### src/rtl/cv32e40n_xbar_pkg.sv
// Shared types and constants for the cv32e40n data-side crossbar blocks.
// Holds the target encoding, the internal responder read value and the
// address decode helper used by the demultiplexer.
package cv32e40n_xbar_pkg;

    typedef enum logic [1:0] {
        TGT_S1  = 2'd0,
        TGT_S2  = 2'd1,
        TGT_DEF = 2'd2
    } tgt_e;

    localparam logic [31:0] DEFAULT_RDATA = 32'hBADA_DD12;

    // s2 wins over s1; addresses outside both regions go to the internal
    // responder when it exists, otherwise they fall back onto s1.
    function automatic tgt_e decode_target(
        input logic [31:0] addr,
        input logic [31:0] s1_base,
        input logic [31:0] s1_mask,
        input logic [31:0] s2_base,
        input logic [31:0] s2_mask,
        input logic        def_en
    );
        if ((addr & s2_mask) == s2_base) begin
            return TGT_S2;
        end else if ((addr & s1_mask) == s1_base) begin
            return TGT_S1;
        end else if (def_en) begin
            return TGT_DEF;
        end else begin
            return TGT_S1;
        end
    endfunction

endpackage

### src/rtl/cv32e40n_demux_default_slave.sv
// Internal responder for unmapped data accesses.
// Only used when CV32E40N_DEMUX_DEFAULT_RESP_EN is defined. Always ready to
// accept, answers every accepted access one cycle later with DEFAULT_RDATA
// and silently drops write data.
module cv32e40n_demux_default_slave
    import cv32e40n_xbar_pkg::*;
(
    input  logic        clk_i,
    input  logic        rst_ni,
    input  logic        accept_i,
    output logic        gnt_o,
    output logic        rvalid_o,
    output logic [31:0] rdata_o
);

    logic rvalid_reg;

    assign gnt_o    = 1'b1;
    assign rvalid_o = rvalid_reg;
    assign rdata_o  = DEFAULT_RDATA;

    // Response follows each accepted access by exactly one cycle.
    always_ff @(posedge clk_i or negedge rst_ni) begin
        if (!rst_ni) begin
            rvalid_reg <= 1'b0;
        end else begin
            rvalid_reg <= accept_i;
        end
    end

endmodule

### src/rtl/cv32e40n_data_demux.sv
// Data-side demultiplexer: one OBI-style master to a RAM slave (s1) and a
// peripheral slave (s2). Tracks granted-but-unanswered transactions and only
// lets new ones through to the slave that currently owns them, so responses
// always come back in order.
// Optional feature: CV32E40N_DEMUX_DEFAULT_RESP_EN adds an internal responder
// for unmapped addresses; without it unmapped accesses go to s1.
module cv32e40n_data_demux
    import cv32e40n_xbar_pkg::*;
#(
    parameter logic [31:0] S1_ADDR_BASE    = 32'h0000_0000,
    parameter logic [31:0] S1_ADDR_MASK    = 32'hFFF0_0000,
    parameter logic [31:0] S2_ADDR_BASE    = 32'h1500_0000,
    parameter logic [31:0] S2_ADDR_MASK    = 32'hFF00_0000,
    parameter int          MAX_OUTSTANDING = 2
) (
    input  logic        clk_i,
    input  logic        rst_ni,

    input  logic        data_req_i,
    input  logic        data_we_i,
    input  logic [31:0] data_addr_i,
    input  logic [31:0] data_wdata_i,
    input  logic [3:0]  data_be_i,
    output logic        data_gnt_o,
    output logic        data_rvalid_o,
    output logic [31:0] data_rdata_o,

    output logic        data_req_s1_o,
    output logic        data_we_s1_o,
    output logic [31:0] data_addr_s1_o,
    output logic [31:0] data_wdata_s1_o,
    output logic [3:0]  data_be_s1_o,
    input  logic        data_gnt_s1_i,
    input  logic        data_rvalid_s1_i,
    input  logic [31:0] data_rdata_s1_i,

    output logic        data_req_s2_o,
    output logic        data_we_s2_o,
    output logic [31:0] data_addr_s2_o,
    output logic [31:0] data_wdata_s2_o,
    output logic [3:0]  data_be_s2_o,
    input  logic        data_gnt_s2_i,
    input  logic        data_rvalid_s2_i,
    input  logic [31:0] data_rdata_s2_i
);

    localparam int             CW      = $clog2(MAX_OUTSTANDING + 1);
    localparam logic [CW-1:0]  MAX_CNT = CW'(MAX_OUTSTANDING);
`ifdef CV32E40N_DEMUX_DEFAULT_RESP_EN
    localparam logic           DEF_EN  = 1'b1;
`else
    localparam logic           DEF_EN  = 1'b0;
`endif

    logic [CW-1:0] cnt_reg, cnt_next;
    tgt_e          cur_tgt_reg, cur_tgt_next;

    tgt_e          tgt;
    logic          issue_ok;
    logic          sel_gnt;
    logic          accept;
    logic          resp_valid;
    logic [31:0]   resp_rdata;

    logic          def_gnt;
    logic          def_rvalid;
    logic [31:0]   def_rdata;

    assign tgt = decode_target(data_addr_i, S1_ADDR_BASE, S1_ADDR_MASK,
                               S2_ADDR_BASE, S2_ADDR_MASK, DEF_EN);

    // A new access may only join the outstanding ones if it goes to the same
    // target; a switch waits until the old target has fully drained.
    assign issue_ok = (cnt_reg < MAX_CNT) && ((cnt_reg == '0) || (tgt == cur_tgt_reg));

    // Pick the grant of the decoded target.
    always_comb begin
        sel_gnt = 1'b0;
        case (tgt)
            TGT_S1:  sel_gnt = data_gnt_s1_i;
            TGT_S2:  sel_gnt = data_gnt_s2_i;
            TGT_DEF: sel_gnt = def_gnt;
            default: sel_gnt = 1'b0;
        endcase
    end

    assign data_gnt_o    = issue_ok & sel_gnt;
    assign accept        = data_req_i & data_gnt_o;

    assign data_req_s1_o = issue_ok & data_req_i & (tgt == TGT_S1);
    assign data_req_s2_o = issue_ok & data_req_i & (tgt == TGT_S2);

    assign data_we_s1_o    = data_we_i;
    assign data_addr_s1_o  = data_addr_i;
    assign data_wdata_s1_o = data_wdata_i;
    assign data_be_s1_o    = data_be_i;
    assign data_we_s2_o    = data_we_i;
    assign data_addr_s2_o  = data_addr_i;
    assign data_wdata_s2_o = data_wdata_i;
    assign data_be_s2_o    = data_be_i;

    // Responses are taken only from the target that owns the outstanding accesses.
    always_comb begin
        resp_valid = 1'b0;
        resp_rdata = data_rdata_s1_i;
        case (cur_tgt_reg)
            TGT_S1: begin
                resp_valid = data_rvalid_s1_i;
                resp_rdata = data_rdata_s1_i;
            end
            TGT_S2: begin
                resp_valid = data_rvalid_s2_i;
                resp_rdata = data_rdata_s2_i;
            end
            TGT_DEF: begin
                resp_valid = def_rvalid;
                resp_rdata = def_rdata;
            end
            default: begin
                resp_valid = 1'b0;
                resp_rdata = data_rdata_s1_i;
            end
        endcase
    end

    assign data_rvalid_o = (cnt_reg != '0) & resp_valid;
    assign data_rdata_o  = resp_rdata;

`ifdef CV32E40N_DEMUX_DEFAULT_RESP_EN
    cv32e40n_demux_default_slave u_default_slave (
        .clk_i    (clk_i),
        .rst_ni   (rst_ni),
        .accept_i (accept & (tgt == TGT_DEF)),
        .gnt_o    (def_gnt),
        .rvalid_o (def_rvalid),
        .rdata_o  (def_rdata)
    );
`else
    assign def_gnt    = 1'b0;
    assign def_rvalid = 1'b0;
    assign def_rdata  = 32'h0000_0000;
`endif

    // Next outstanding count and owning target.
    always_comb begin
        cnt_next     = cnt_reg;
        cur_tgt_next = cur_tgt_reg;
        case ({accept, data_rvalid_o})
            2'b10:   cnt_next = cnt_reg + CW'(1);
            2'b01:   cnt_next = cnt_reg - CW'(1);
            default: cnt_next = cnt_reg;
        endcase
        if (accept) begin
            cur_tgt_next = tgt;
        end
    end

    // Outstanding-transaction state register.
    always_ff @(posedge clk_i or negedge rst_ni) begin
        if (!rst_ni) begin
            cnt_reg     <= '0;
            cur_tgt_reg <= TGT_S1;
        end else begin
            cnt_reg     <= cnt_next;
            cur_tgt_reg <= cur_tgt_next;
        end
    end

endmodule

### config.mk
export PLATFORM = sky130hd
export DESIGN_NAME = cv32e40n_data_demux
export DESIGN_NICKNAME = d
export VERILOG_FILES = /design/src/rtl/cv32e40n_xbar_pkg.sv /design/src/rtl/cv32e40n_demux_default_slave.sv /design/src/rtl/cv32e40n_data_demux.sv
export SDC_FILE = /design/constraint.sdc
export NUM_CORES = 1
export LEC_CHECK = 0
export ABC_AREA = 1
export ABC_CLOCK_PERIOD_IN_PS = 1700
export CORE_AREA = 3 3 120 122
export CTS_CLUSTER_SIZE = 16
export DETAILED_ROUTE_END_ITERATION = 7
export DIE_AREA = 0 0 123 125
export PLACE_DENSITY = 0.55
export SLEW_MARGIN = 20
export SYNTH_ARGS = -nofsm -noshare
export SYNTH_HDL_FRONTEND = slang
export SYNTH_SLANG_ARGS = --single-unit
### constraint.sdc
create_clock -name clk_i -period 1.7 [get_ports clk_i]
set_input_delay 0.255 -clock clk_i [delete_from_list [all_inputs] [get_ports clk_i]]
set_output_delay 0.255 -clock clk_i [all_outputs]
set_load 0.01 [all_outputs]
==> metrics <==
run status=completed; Die Height=125 µm; first-pass GRT wire length=8473 µm; share of layout cells above drive strength 1=15.36%; Placer Congestion=0.6836; number of setup violations in the final report=0; synthesized-area fraction occupied by and/or/nand/nor cells=28.43%; Async SR Flop Fraction=100.0%; clock root buffer=clkbuf_16; clock transition at the registers of the reported paths=30 ps; Reg2Reg Setup Slack=60 ps; source of the worst register-to-register timing path=cur_tgt_reg[0]; Leakage=0.001151 µW; global-route track usage on met2=11.93%; fin. max-slew vios=0; crit path cell chain=inv_4, buf_6, nand2_2, a21oi_2, buf_4, ha_4, a21oi_2, o21ai_1, xor2_1; met3 usage=4.923%; leading area contributor after synthesis=buf_4; Hold Fails Final Rpt=0; DIE WIDTH=123 µm; Worst Setup End Kind=register; GRT Total Usage=7.081%; largest family of logic cells by synthesized area=buffers and inverters; main flop type after synthesis=dfrtp_1; clk_lat worst skew=220 ps; max cap viols=0; routed wire length=6136 µm; FF-to-FF End=cnt_reg[1]; fin crit period=1639 ps; crit path max fanout=3; drt first pass iters=4; CP max stage cell=dfrtp_2; Max Freq=0.6103 GHz; DR vias=1577; die area=0.01538 mm²; Synth top cells by count=buf_4, nand2_1, inv_1; max reg flops=2; crit path kind=reg -> reg; RSZ-0062 raised after global routing=yes; critical path's top delay family=flip-flops; Yosys top cell area share=60.17%; number of I/O pins=314; Crit path depth=9; Total Power=1143 µW; area of the core=0.01330 mm²; top post-synthesis cells by area=buf_4, nand2_1, dfrtp_1; mean post-synth cell area=6.106 µm²; Nets=435; final instance area=0.002447 mm²; post-place instance area=0.002337 mm²; count leader, synth=buf_4; vias per cell=3.362; CP most frequent cell=a21oi_2; syn nets=425; multiplexer share of the synthesized area=0%; Post-Syn Instances=284; Final HPWL DP=5226 µm; initial core utilization=13.04%; crit path DAT=1740 ps; slowest stage delay, CP=440 ps; vias in the first global route=1625; CTS tree=yes; Post-synth EDFFs=0; Worst EP required=1800 ps; Synth Warn #=0; M1 GR Usage=5.881%; CTS Buf Count=3; Post-DRT Antenna Nets=0; Worst Skew=0.06548 ps; sequential element share of the synthesized area=4.329%; largest net degree at the start of global routing=21; Congestion Overflow GR=0; Hold Crit Class=in -> async; WP buf/inv=3; Syn Std Cell Area=0.001734 mm²; n_diodes=0; PD cells=466.9 mW/mm²; area delta synth->final=41.13%; Yosys cell types=22; H-tree levels=1; clock sink count=3; layer with the highest usage=met2; 1st-iter DRT viols=26; Synth Area in Adders=0.7215%; period utilization=96.38%; maximum vdd drop=0.2851 mV; critical path startpoint category=register; Synth Area in XOR/XNOR=1.010%; Seq cells post-synth=3; DRC viols=0; Max Buffers Root-to-Sink=2; complex-gate fraction of the synthesized area=1.371%; num rows=42; Worst slew margin=85.35%; Worst R2R Path Depth=9; worst-margin pin slew=219.5 ps; port buffer count=130; initial antenna violation count=0; routed len/inst=13.08 µm
## routing by layer
metal	share of wire [%]	vias up	routed length (µm)
met4	5.4	0	334
met1	29	631	1781
met3	20	48	1240
met5	0	-	0
li1	-	733	-
met2	45	165	2780
## cell families (layout without fill, tap and decap cells)
| group | Yosys count | after routing |
|---|---|---|
| and+or+nand+nor | 118 | 118 |
| AOI/OAI and AO/OA | 4 | 4 |
| DFF | 3 | 3 |
| xor gates and xnor gates | 2 | 2 |
| adders and majority gates | 1 | 1 |
| buffers and inverters | 156 | 165 |
## per-stage QoR
step,std cells,util (%),setup WS [ps],hold slack (ps),TNS (ps)
floorplan,284,-,63.34,-40.59,0
global placement,462,17.58,-400.8,459.1,-2581
detailed placement,462,17.58,-428.6,459.6,-3383
CTS,467,18.22,-20.79,227.8,-20.79
global route,469,18.41,-10.43,236.1,-10.43
finish,469,18.41,61.50,227.0,0
## worst max path at each step
stage | end | startpoint | slack (ps)
after floorplan | cnt_reg[1] | cur_tgt_reg[0] | 60
after global routing | cnt_reg[1] | cur_tgt_reg[0] | -10
final | cnt_reg[1] | cur_tgt_reg[0] | 60
after global placement | data_gnt_o | data_addr_i[28] | -400
after CTS | cnt_reg[1] | cur_tgt_reg[0] | -20
after detailed placement | data_req_s1_o | data_addr_i[28] | -430
## worst register-to-register path, stage by stage (launching register included)
cell	delay, ps
dfrtp_2	440
inv_4	90
buf_6	100
nand2_2	40
a21oi_2	180
buf_4	150
ha_4	200
a21oi_2	90
o21ai_1	80
xor2_1	140
## what timing repair did
| item | 4_1_cts | 5_1_grt |
|---|---|---|
| pin swaps | 6 | 4 |
| resized for setup | 63 | 11 |
| hold buffers | 0 | 0 |
| buffers inserted | 1 | 2 |
| endpoints found under the setup margin | 38 | 5 |
## power breakdown
group | internal [µW] | switching [µW] | total (µW)
clock | 310 | 68.6 | 379
combinational | 386 | 261 | 647
sequential | 99.3 | 17.6 | 117
total | 795 | 347 | 1140
## area by class of cell
class	instances	area, µm²
repair buffers	150	1433
flip-flops and latches	3	76.32
clock buffers	4	78.83
fillers	1546	10850
multi-input cells	125	595.6
well taps	176	220.2
inverters	11	43.79
## cells in the final DEF (no fill, tap or decap), drive strengths merged, types with 2 or more instances in the layout
cell / count
inv: 10
clkdlybuf4s50: 86
nor2: 3
a21oi: 2
buf: 23
nand3: 3
clkdlybuf4s15: 2
nand2: 109
nand4: 2
dlygate4sd2: 38
dfrtp: 3
clkbuf: 5
No activity file was read; power rests on OpenSTA's default activity.
